### config.mk
export PLATFORM = sky130hd
export DESIGN_NAME = ip_frame_tx
export DESIGN_NICKNAME = d
export VERILOG_FILES = /design/src/rtl/ip_frame_tx_pkg.sv /design/src/rtl/ip_frame_tx_hdr_regfile.sv /design/src/rtl/ip_frame_tx.sv
export SDC_FILE = /design/constraint.sdc
export NUM_CORES = 1
export LEC_CHECK = 0
export ABC_AREA = 0
export CAP_MARGIN = 25
export CORE_UTILIZATION = 40
export DETAILED_ROUTE_END_ITERATION = 7
export PLACE_DENSITY_LB_ADDON = 0.12
export SYNTH_ARGS = -nofsm -noshare
export SYNTH_HDL_FRONTEND = slang
export SYNTH_SLANG_ARGS = --single-unit
### constraint.sdc
create_clock -name i_clk -period 2.6 [get_ports i_clk]
set_input_delay 0.26 -clock i_clk [delete_from_list [all_inputs] [get_ports i_clk]]
set_output_delay 0.26 -clock i_clk [all_outputs]
set_load 0.02 [all_outputs]
### src/rtl/ip_frame_tx_pkg.sv
// Shared constants for the IPv4 frame transmitter: header length, default
// header contents and the transmit state encoding.
package ip_frame_tx_pkg;

  localparam logic [4:0]  HDR_LEN_DEF = 5'd20;
  localparam int unsigned HDR_BYTES   = 20;

  localparam logic [7:0]  VER_IHL_DEF = 8'h45;
  localparam logic [7:0]  TTL_DEF     = 8'h40;
  localparam logic [7:0]  PROTO_UDP   = 8'h11;
  localparam logic [31:0] INIT_SRCIP  = 32'hC0A8_0104;
  localparam logic [31:0] INIT_DSTIP  = 32'hC0A8_0105;

  typedef enum logic [3:0] {
    S_IDLE    = 4'b0001,
    S_HDR     = 4'b0010,
    S_PAYLOAD = 4'b0100,
    S_DONE    = 4'b1000
  } state_e;

  // Power-on header: no length/id/checksum yet, DF set, UDP, default IPs.
  function automatic logic [7:0] hdr_default(input logic [4:0] idx);
    logic [7:0] b;
    b = '0;
    case (idx)
      5'd0:  b = VER_IHL_DEF;
      5'd6:  b = 8'h40;
      5'd8:  b = TTL_DEF;
      5'd9:  b = PROTO_UDP;
      5'd12: b = INIT_SRCIP[31:24];
      5'd13: b = INIT_SRCIP[23:16];
      5'd14: b = INIT_SRCIP[15:8];
      5'd15: b = INIT_SRCIP[7:0];
      5'd16: b = INIT_DSTIP[31:24];
      5'd17: b = INIT_DSTIP[23:16];
      5'd18: b = INIT_DSTIP[15:8];
      5'd19: b = INIT_DSTIP[7:0];
      default: b = '0;
    endcase
    return b;
  endfunction

endpackage

### src/rtl/ip_frame_tx_hdr_regfile.sv
// 20x8 IPv4 header buffer: single write port, reset to default header,
// combinational read mux.
module ip_hdr_regfile
  import ip_frame_tx_pkg::*;
(
  input  logic       i_clk,
  input  logic       i_rst,
  input  logic       i_wr_en,
  input  logic [4:0] i_wr_idx,
  input  logic [7:0] i_wr_byte,
  input  logic [4:0] i_rd_idx,
  output logic [7:0] o_rd_byte
);

  logic [7:0] mem_q [HDR_BYTES];

  always_ff @(posedge i_clk) begin
    if (i_rst) begin
      for (int unsigned i = 0; i < HDR_BYTES; i++) begin
        mem_q[i] <= hdr_default(5'(i));
      end
    end else if (i_wr_en && (i_wr_idx < HDR_LEN_DEF)) begin
      mem_q[i_wr_idx] <= i_wr_byte;
    end
  end

  assign o_rd_byte = (i_rd_idx < HDR_LEN_DEF) ? mem_q[i_rd_idx] : '0;

endmodule

### src/rtl/ip_frame_tx.sv
// Streams the buffered IPv4 header followed by the payload bytes as one
// valid/ready byte stream with sop/eop framing.
module ip_frame_tx
  import ip_frame_tx_pkg::*;
#(
  parameter logic [15:0] PAYLOAD_MAX = 16'd1480,
  parameter logic [4:0]  HDR_LEN     = HDR_LEN_DEF
) (
  input  logic        i_clk,
  input  logic        i_rst,
  input  logic [4:0]  i_iph_idx,
  input  logic [7:0]  i_iph_byte,
  input  logic        i_wr_iph_en,
  input  logic        i_hdr_ready,
  input  logic        i_start,
  input  logic [15:0] i_data_length,
  input  logic [7:0]  i_pl_byte,
  input  logic        i_pl_valid,
  output logic        o_pl_ready,
  output logic [7:0]  o_tx_byte,
  output logic        o_tx_valid,
  input  logic        i_tx_ready,
  output logic        o_tx_sop,
  output logic        o_tx_eop,
  output logic        o_busy,
  output logic        o_done,
  output logic        o_err
);

  state_e      state_q;
  logic [15:0] byte_cnt_q;
  logic [15:0] len_q;
  logic        hdr_valid_q;
  logic        err_q;

  logic        busy;
  logic        wr_accept;
  logic [7:0]  hdr_rd_byte;
  logic [15:0] hdr_last_idx;

  assign busy         = (state_q == S_HDR) || (state_q == S_PAYLOAD);
  assign wr_accept    = i_wr_iph_en && !busy && (i_iph_idx < HDR_LEN);
  assign hdr_last_idx = {11'd0, HDR_LEN} - 16'd1;

  ip_hdr_regfile u_hdr (
    .i_clk     (i_clk),
    .i_rst     (i_rst),
    .i_wr_en   (i_wr_iph_en && !busy),
    .i_wr_idx  (i_iph_idx),
    .i_wr_byte (i_iph_byte),
    .i_rd_idx  (byte_cnt_q[4:0]),
    .o_rd_byte (hdr_rd_byte)
  );

  always_ff @(posedge i_clk) begin
    if (i_rst) begin
      state_q     <= S_IDLE;
      byte_cnt_q  <= '0;
      len_q       <= '0;
      hdr_valid_q <= 1'b0;
      err_q       <= 1'b0;
    end else begin
      err_q <= i_wr_iph_en && busy;
      if (wr_accept) hdr_valid_q <= 1'b0;
      case (state_q)
        S_IDLE: begin
          if (i_start && hdr_valid_q && !i_wr_iph_en) begin
            if (i_data_length > PAYLOAD_MAX) begin
              err_q <= 1'b1;
            end else begin
              len_q       <= i_data_length;
              byte_cnt_q  <= '0;
              hdr_valid_q <= 1'b0;
              state_q     <= S_HDR;
            end
          end
        end
        S_HDR: begin
          if (i_tx_ready) begin
            if (byte_cnt_q == hdr_last_idx) begin
              byte_cnt_q <= '0;
              state_q    <= (len_q == '0) ? S_DONE : S_PAYLOAD;
            end else begin
              byte_cnt_q <= byte_cnt_q + 16'd1;
            end
          end
        end
        S_PAYLOAD: begin
          if (i_pl_valid && i_tx_ready) begin
            if (byte_cnt_q == len_q - 16'd1) begin
              byte_cnt_q <= '0;
              state_q    <= S_DONE;
            end else begin
              byte_cnt_q <= byte_cnt_q + 16'd1;
            end
          end
        end
        S_DONE:  state_q <= S_IDLE;
        default: state_q <= S_IDLE;
      endcase
      // A header-complete strobe overrides any clear in the same cycle.
      if (i_hdr_ready) hdr_valid_q <= 1'b1;
    end
  end

  always_comb begin
    o_tx_byte  = '0;
    o_tx_valid = 1'b0;
    o_pl_ready = 1'b0;
    if (state_q == S_HDR) begin
      o_tx_byte  = hdr_rd_byte;
      o_tx_valid = 1'b1;
    end else if (state_q == S_PAYLOAD) begin
      o_tx_byte  = i_pl_byte;
      o_tx_valid = i_pl_valid;
      o_pl_ready = i_tx_ready;
    end
  end

  assign o_tx_sop = (state_q == S_HDR) && (byte_cnt_q == '0);
  assign o_tx_eop = ((state_q == S_HDR) && (byte_cnt_q == hdr_last_idx) && (len_q == '0)) ||
                    ((state_q == S_PAYLOAD) && (byte_cnt_q == len_q - 16'd1));
  assign o_busy   = busy;
  assign o_done   = (state_q == S_DONE);
  assign o_err    = err_q;

endmodule
* Word level (Yosys, flattened, before mapping)
Memories as Yosys holds them, arrays and structs flattened. A register that Yosys moved wholly into a read port is not among the register bits.
Index checks and enable logic that the tools add are counted.
** Word-level totals
- Bits of input ports :: 44
- Logic and storage cells :: 94
- Flip-flop bits (word level) :: 38
- Bits in writable memories :: 160
- Output and inout port bits :: 15
- Memories :: 1
** Memories
- u_hdr.mem_q :: words 20, bits a word 8, rd ports 1, clocked after memory_dff 1, write ports 20, line ip_frame_tx_hdr_regfile.sv:15 : logic [7:0] mem_q [HDR_BYTES];
** Cells by class
- Mux-type cells :: 49
- Eq/ne operators :: 12
- Add/sub/neg operators :: 2
- Magnitude comparators :: 3
- Reduce and logical (&&, ||, !) cells :: 21
- Bitwise operators :: 1
** Operators by type and width (count)
- two-way mux 8 bit :: 13
- two-way mux 16 bit :: 6
- case mux 16 bit (3 select lines) :: 1
- logical NOT 16 bit :: 2
- two-way mux 4 bit :: 7
- two-way mux 1 bit :: 18
- adder 16 x 1 -> 16 bit, second input constant :: 1
- equality test 16 bit :: 1
- equality test 16 x 5 -> 1 bit, second input constant :: 1
- > comparator 16 x 11 -> 1 bit, second input constant :: 1
- subtractor 16 x 1 -> 16 bit, second input constant :: 1
- two-way mux 5 bit :: 3
- case mux 4 bit (3 select lines) :: 1
- logical AND 1 bit :: 10
- less-than comparator 5 bit, second input constant :: 2
- OR reduction 8 bit :: 1
- inequality test 2 x 1 -> 1 bit, second input constant :: 3
- inequality test 2 bit, second input constant :: 3
- AND reduction 6 bit :: 1
- AND reduction 5 bit :: 1
- equality test 4 x 1 -> 1 bit, second input constant :: 1
- equality test 4 x 2 -> 1 bit, second input constant :: 1
- equality test 4 x 3 -> 1 bit, second input constant :: 1
- equality test 4 bit, second input constant :: 1
- 5 further kinds :: 7

* Longest topological paths before layout
- Depth after elaboration :: 10
- Gate-level depth with buffers :: 13
- Depth with buffers taken out :: 10

* Hierarchy
From an unflattened synthesis, not the netlist that was laid out.
** Unflattened totals
- Cell total of the unflattened synthesis :: 904
- Area total of the unflattened synthesis :: 10168.5 µm²
** By module, submodules not included
- ip_hdr_regfile :: instances 1, sequential area each 4804.6 µm², cells an instance 573, area an instance 7599.8 µm²
- ip_frame_tx :: instances 1, sequential area each 760.7 µm², cells an instance 331, area an instance 2568.7 µm²

* Least setup slack after synthesis
No wires, ideal clock.
- Path kind :: flip-flop to output port
- Start point :: register (tool-made name)
- End point :: output o_tx_byte[0]
- Arrival time :: 2575 ps
- Slack :: -235 ps
- Data required time :: 2340 ps
- Path buffers :: 2
- Cell stages (with the launch flop) :: 7
- Cell sequence :: dfxtp_1 clkbuf_1 buf_1 mux4_2 mux4_2 mux2i_1 o21ai_0
** RTL lines
- end, declared :: line ip_frame_tx.sv:20 : output logic [7:0] o_tx_byte,

==> impl_metrics.csv <==
group,metric,value,unit
critical_path,ff2ff_setup_slack,-0.36,ns
placement,dp_hpwl,24000,um
layout,final_nets,1289,
sta,worst_slew_pin_slew,0.805,ns
logic_synthesis,post_synth_num_cell_types,66,
die,pin_count,59,
logic_synthesis,syn_avg_cell_area,14.6,sq um
detailed_routing,ant_nets,0,
logic_synthesis,yosys_warnings,0,
layout,drive_above_1_share,0.302,
run_status,violations,"negative setup slack",
run_status,status,"finished with violations",
detailed_routing,drc,0,
layout,stdcell_area,17900,sq um
critical_path,critPathBufInv,3,
grt,grt_max_degree,33,
cts,path_clk_slew,0.05,ns
logic_synthesis,synth_cells,938,
critical_path,path_delay_family,"multiplexers",
layout,nFillCells,2844,
critical_path,r2r_start,"len_q[5]",
cts,tritoncts,"done",
die,die_area,35100,sq um
cts,cts.hold.buffers_added,0,
critical_path,cpPeakStageDelay,0.57,ns
detailed_routing,wl_met2,16900,um
power,power_leakage,6.59,nW
critical_path,path_cells,"buf_12 -> buf_8 -> mux4_2 -> mux4_2 -> mux2i_2 -> o21ai_1 -> buf_4",
sta,setup_violations,30,
cts,cts_buffer_depth,3,
grt,grt_pass1_vias,9016,
die,fp.dieH,187,um
power,power.density,603,nW/um^2
grt,antenna_found_initial,2,
logic_synthesis,synth-seq-cells,299,
logic_synthesis,synth_area_leaders,"edfxtp_1 56%, mux4_2 13%, and2_1 6.6%",
critical_path,crit_path_max_fanout,6,
min_path,min_path_type,"in -> reg",
placement,port_buffers,58,
critical_path,r2r_cells,11,
logic_synthesis,seq_area_frac_synth,0.623,
die,die_w,187,um
sta,fmax,0.332,GHz
detailed_routing,wl_per_cell,20.5,um
logic_synthesis,yosysTopAreaCellShare,0.560,
layout,final_util,0.531,
sta,relSlewSlack,0.463,
die,num_rows,67,
critical_path,worstReg2RegEnd,"byte_cnt_q[9]",
sta,hold_ws,0.359,ns
critical_path,cp-start-kind,"flop",
die,start_util,0.408,
flow_run,cap_violations,0,
min_path,min_to,"hdr_valid_q",
logic_synthesis,netlist_area,13700,sq um
critical_path,cp-end-kind,"primary output",
critical_path,critical_path_class,"reg -> out",
sta,fin_crit,3.01,ns
min_path,holdPathStages,3,
logic_synthesis,async_reset_ff_frac,0,
detailed_routing,wl_met1,15600,um
cts,htree_levels,2,
sta,report.final.hold_viol_count,0,
grt,grt_overflow_total,0,
detailed_routing,highest_layer,"met4",
critical_path,slowest_stage,"mux4_2",
sta,finalCritPeriodShare,1.16,
cts,root_buffer,"clkbuf_16",
placement,pre_cts_ws,-0.380,ns
detailed_routing,viasPerCell,5.15,
detailed_routing,firstDrtPassIters,5,
sta,rsz0062_at_grt,"true",
detailed_routing,drtIter0Drc,619,
min_path,min_from,"i_hdr_ready",
detailed_routing,vias,8825,
sta,finClkSkew,0.0109,ns
power,ir_drop,0.000462,V
die,coreArea,33600,sq um
layout,synthToLayoutAreaGrowth,30.1,%
cts,cts_sinks,299,
critical_path,crit_top_cell,"mux4_2",
detailed_routing,drt_wl_total,35100,um
critical_path,worstPathArrival,2.75,ns
critical_path,crit_required,2.34,ns
grt,track_usage,0.206,
placement,dpl_cell_area,16200,sq um
grt,grt_pass1_wl,54200,um
placement,gp_congestion,0.861,
cts,numCtsBuffers,35,
sta,report.final.slew_viol_count,0,
cts,insertion_delay,0.51,ns
logic_synthesis,synth_edf_count,256,
logic_synthesis,synth_largest_area_cell,"edfxtp_1",
detailed_routing,met3_length,1800,um
sta,layout_setup_ws,-0.408,ns
logic_synthesis,synthFlopType,"edfxtp_1",
worst register-to-register path: cells and delay by family (launching register included):
family | cells | cell delay (ns)
simple gates | 5 | 1.55
buf+inv | 3 | 0.36
flops | 1 | 0.36
compound gates | 3 | 0.56
cell usage after synthesis (all sizes together), types with 9 or more instances:
cell	instances
a21oi	9
and2	146
buf	18
clkbuf	46
dfxtp	43
edfxtp	256
inv	12
mux2i	20
mux4	80
nand2	33
nand3	9
nor2	51
nor3	13
nor4	10
o21ai	49
or3	29
xnor2	14
worst max-delay path by stage:
stage,slack (ns),startpoint,endpoint,depth (start not counted)
after floorplan,-0.007,len_q[2],byte_cnt_q[13],10
after global placement,-0.41,len_q[0],o_tx_eop,10
after detailed placement,-0.38,len_q[0],o_tx_eop,10
after CTS,-0.49,flop,o_tx_byte[0],6
after global routing,-0.54,len_q[0],o_tx_eop,10
final,-0.41,flop,o_tx_byte[0],7
cell type report:
type / count / area (sq um) / area share
timing repair buffer: 236 / 2160 / 0.121
inverter: 12 / 48.8 / 0.00273
tap: 448 / 561 / 0.0314
multi-input combinational: 658 / 5460 / 0.306
sequential: 299 / 8560 / 0.480
antenna: 1 / 2.50 / 0.000140
clock inverter: 15 / 154 / 0.00862
clock buffer: 43 / 906 / 0.0507
per-layer routing:
layer	global-route usage	vias to the layer above
met4	0.0612	0
met1	0.278	4454
met3	0.0390	62
met2	0.338	197
met5	0	-
li1	-	4112
layout by cell type, fill, tap and decap left out, drive strengths merged, types with 5 or more instances in the layout:
| cell | Yosys | layout |
|---|---|---|
| a21o | 7 | 7 |
| a21oi | 9 | 9 |
| and2 | 146 | 146 |
| and3 | 7 | 7 |
| buf | 18 | 187 |
| clkbuf | 46 | 44 |
| clkdlybuf4s50 | 0 | 47 |
| clkinv | 0 | 10 |
| conb | 1 | 96 |
| dfxtp | 43 | 43 |
| edfxtp | 256 | 256 |
| inv | 12 | 12 |
| mux2i | 20 | 20 |
| mux4 | 80 | 80 |
| nand2 | 33 | 33 |
| nand3 | 9 | 9 |
| nand4 | 5 | 5 |
| nor2 | 51 | 51 |
| nor3 | 13 | 13 |
| nor4 | 10 | 10 |
| o211ai | 5 | 5 |
| o21ai | 49 | 49 |
| or3 | 29 | 29 |
| or4 | 8 | 8 |
| xnor2 | 14 | 14 |
| xor2 | 6 | 6 |
flip-flops by register name (all words and copies together), names as in the netlist, named ones only:
name,count
u_hdr.mem_q,256
byte_cnt_q,16
len_q,16
state_q,4
hdr_valid_q,1
o_err,1
metrics by stage:
step / instances / total power, W / setup TNS [ns]
after floorplan: 1033 / 0.00587 / -0.00658
after global placement: 1627 / 0.00618 / -5.90
after detailed placement: 1627 / 0.00619 / -6.46
after CTS: 1699 / 0.0109 / -8.31
after global routing: 1711 / 0.0111 / -13.14
final: 1712 / 0.0108 / -8.99
where the power goes:
part           total (W)  leakage (nW)  switching (W)  internal, W
Combinational   0.000563          3.25       0.000305     0.000258
Sequential       0.00554          2.82      0.0000677      0.00547
Clock            0.00466         0.515        0.00190      0.00276
logic make-up (layout without fill, tap and decap cells):
logic type               Yosys count  count (layout)  synth area share
XOR/XNOR                          20              20            0.0128
multiplexers                     100             100             0.146
adder cells (fa/ha/maj)            3               3           0.00274
flip-flops                       299             299             0.623
other                              1              97          0.000273
AO/OA/AOI/OAI                     98              98            0.0445
AND/OR/NAND/NOR                  341             341             0.144
buffers and inverters             76             306            0.0269
timing repair:
item,4_1_cts,5_1_grt
hold endpoints to repair,0,0
gates resized for setup,102,58
setup endpoints to repair,31,35
gates cloned,5,1
setup buffers,9,13
pin swaps,18,10
Note: power is estimated with default switching activity, not from simulation.
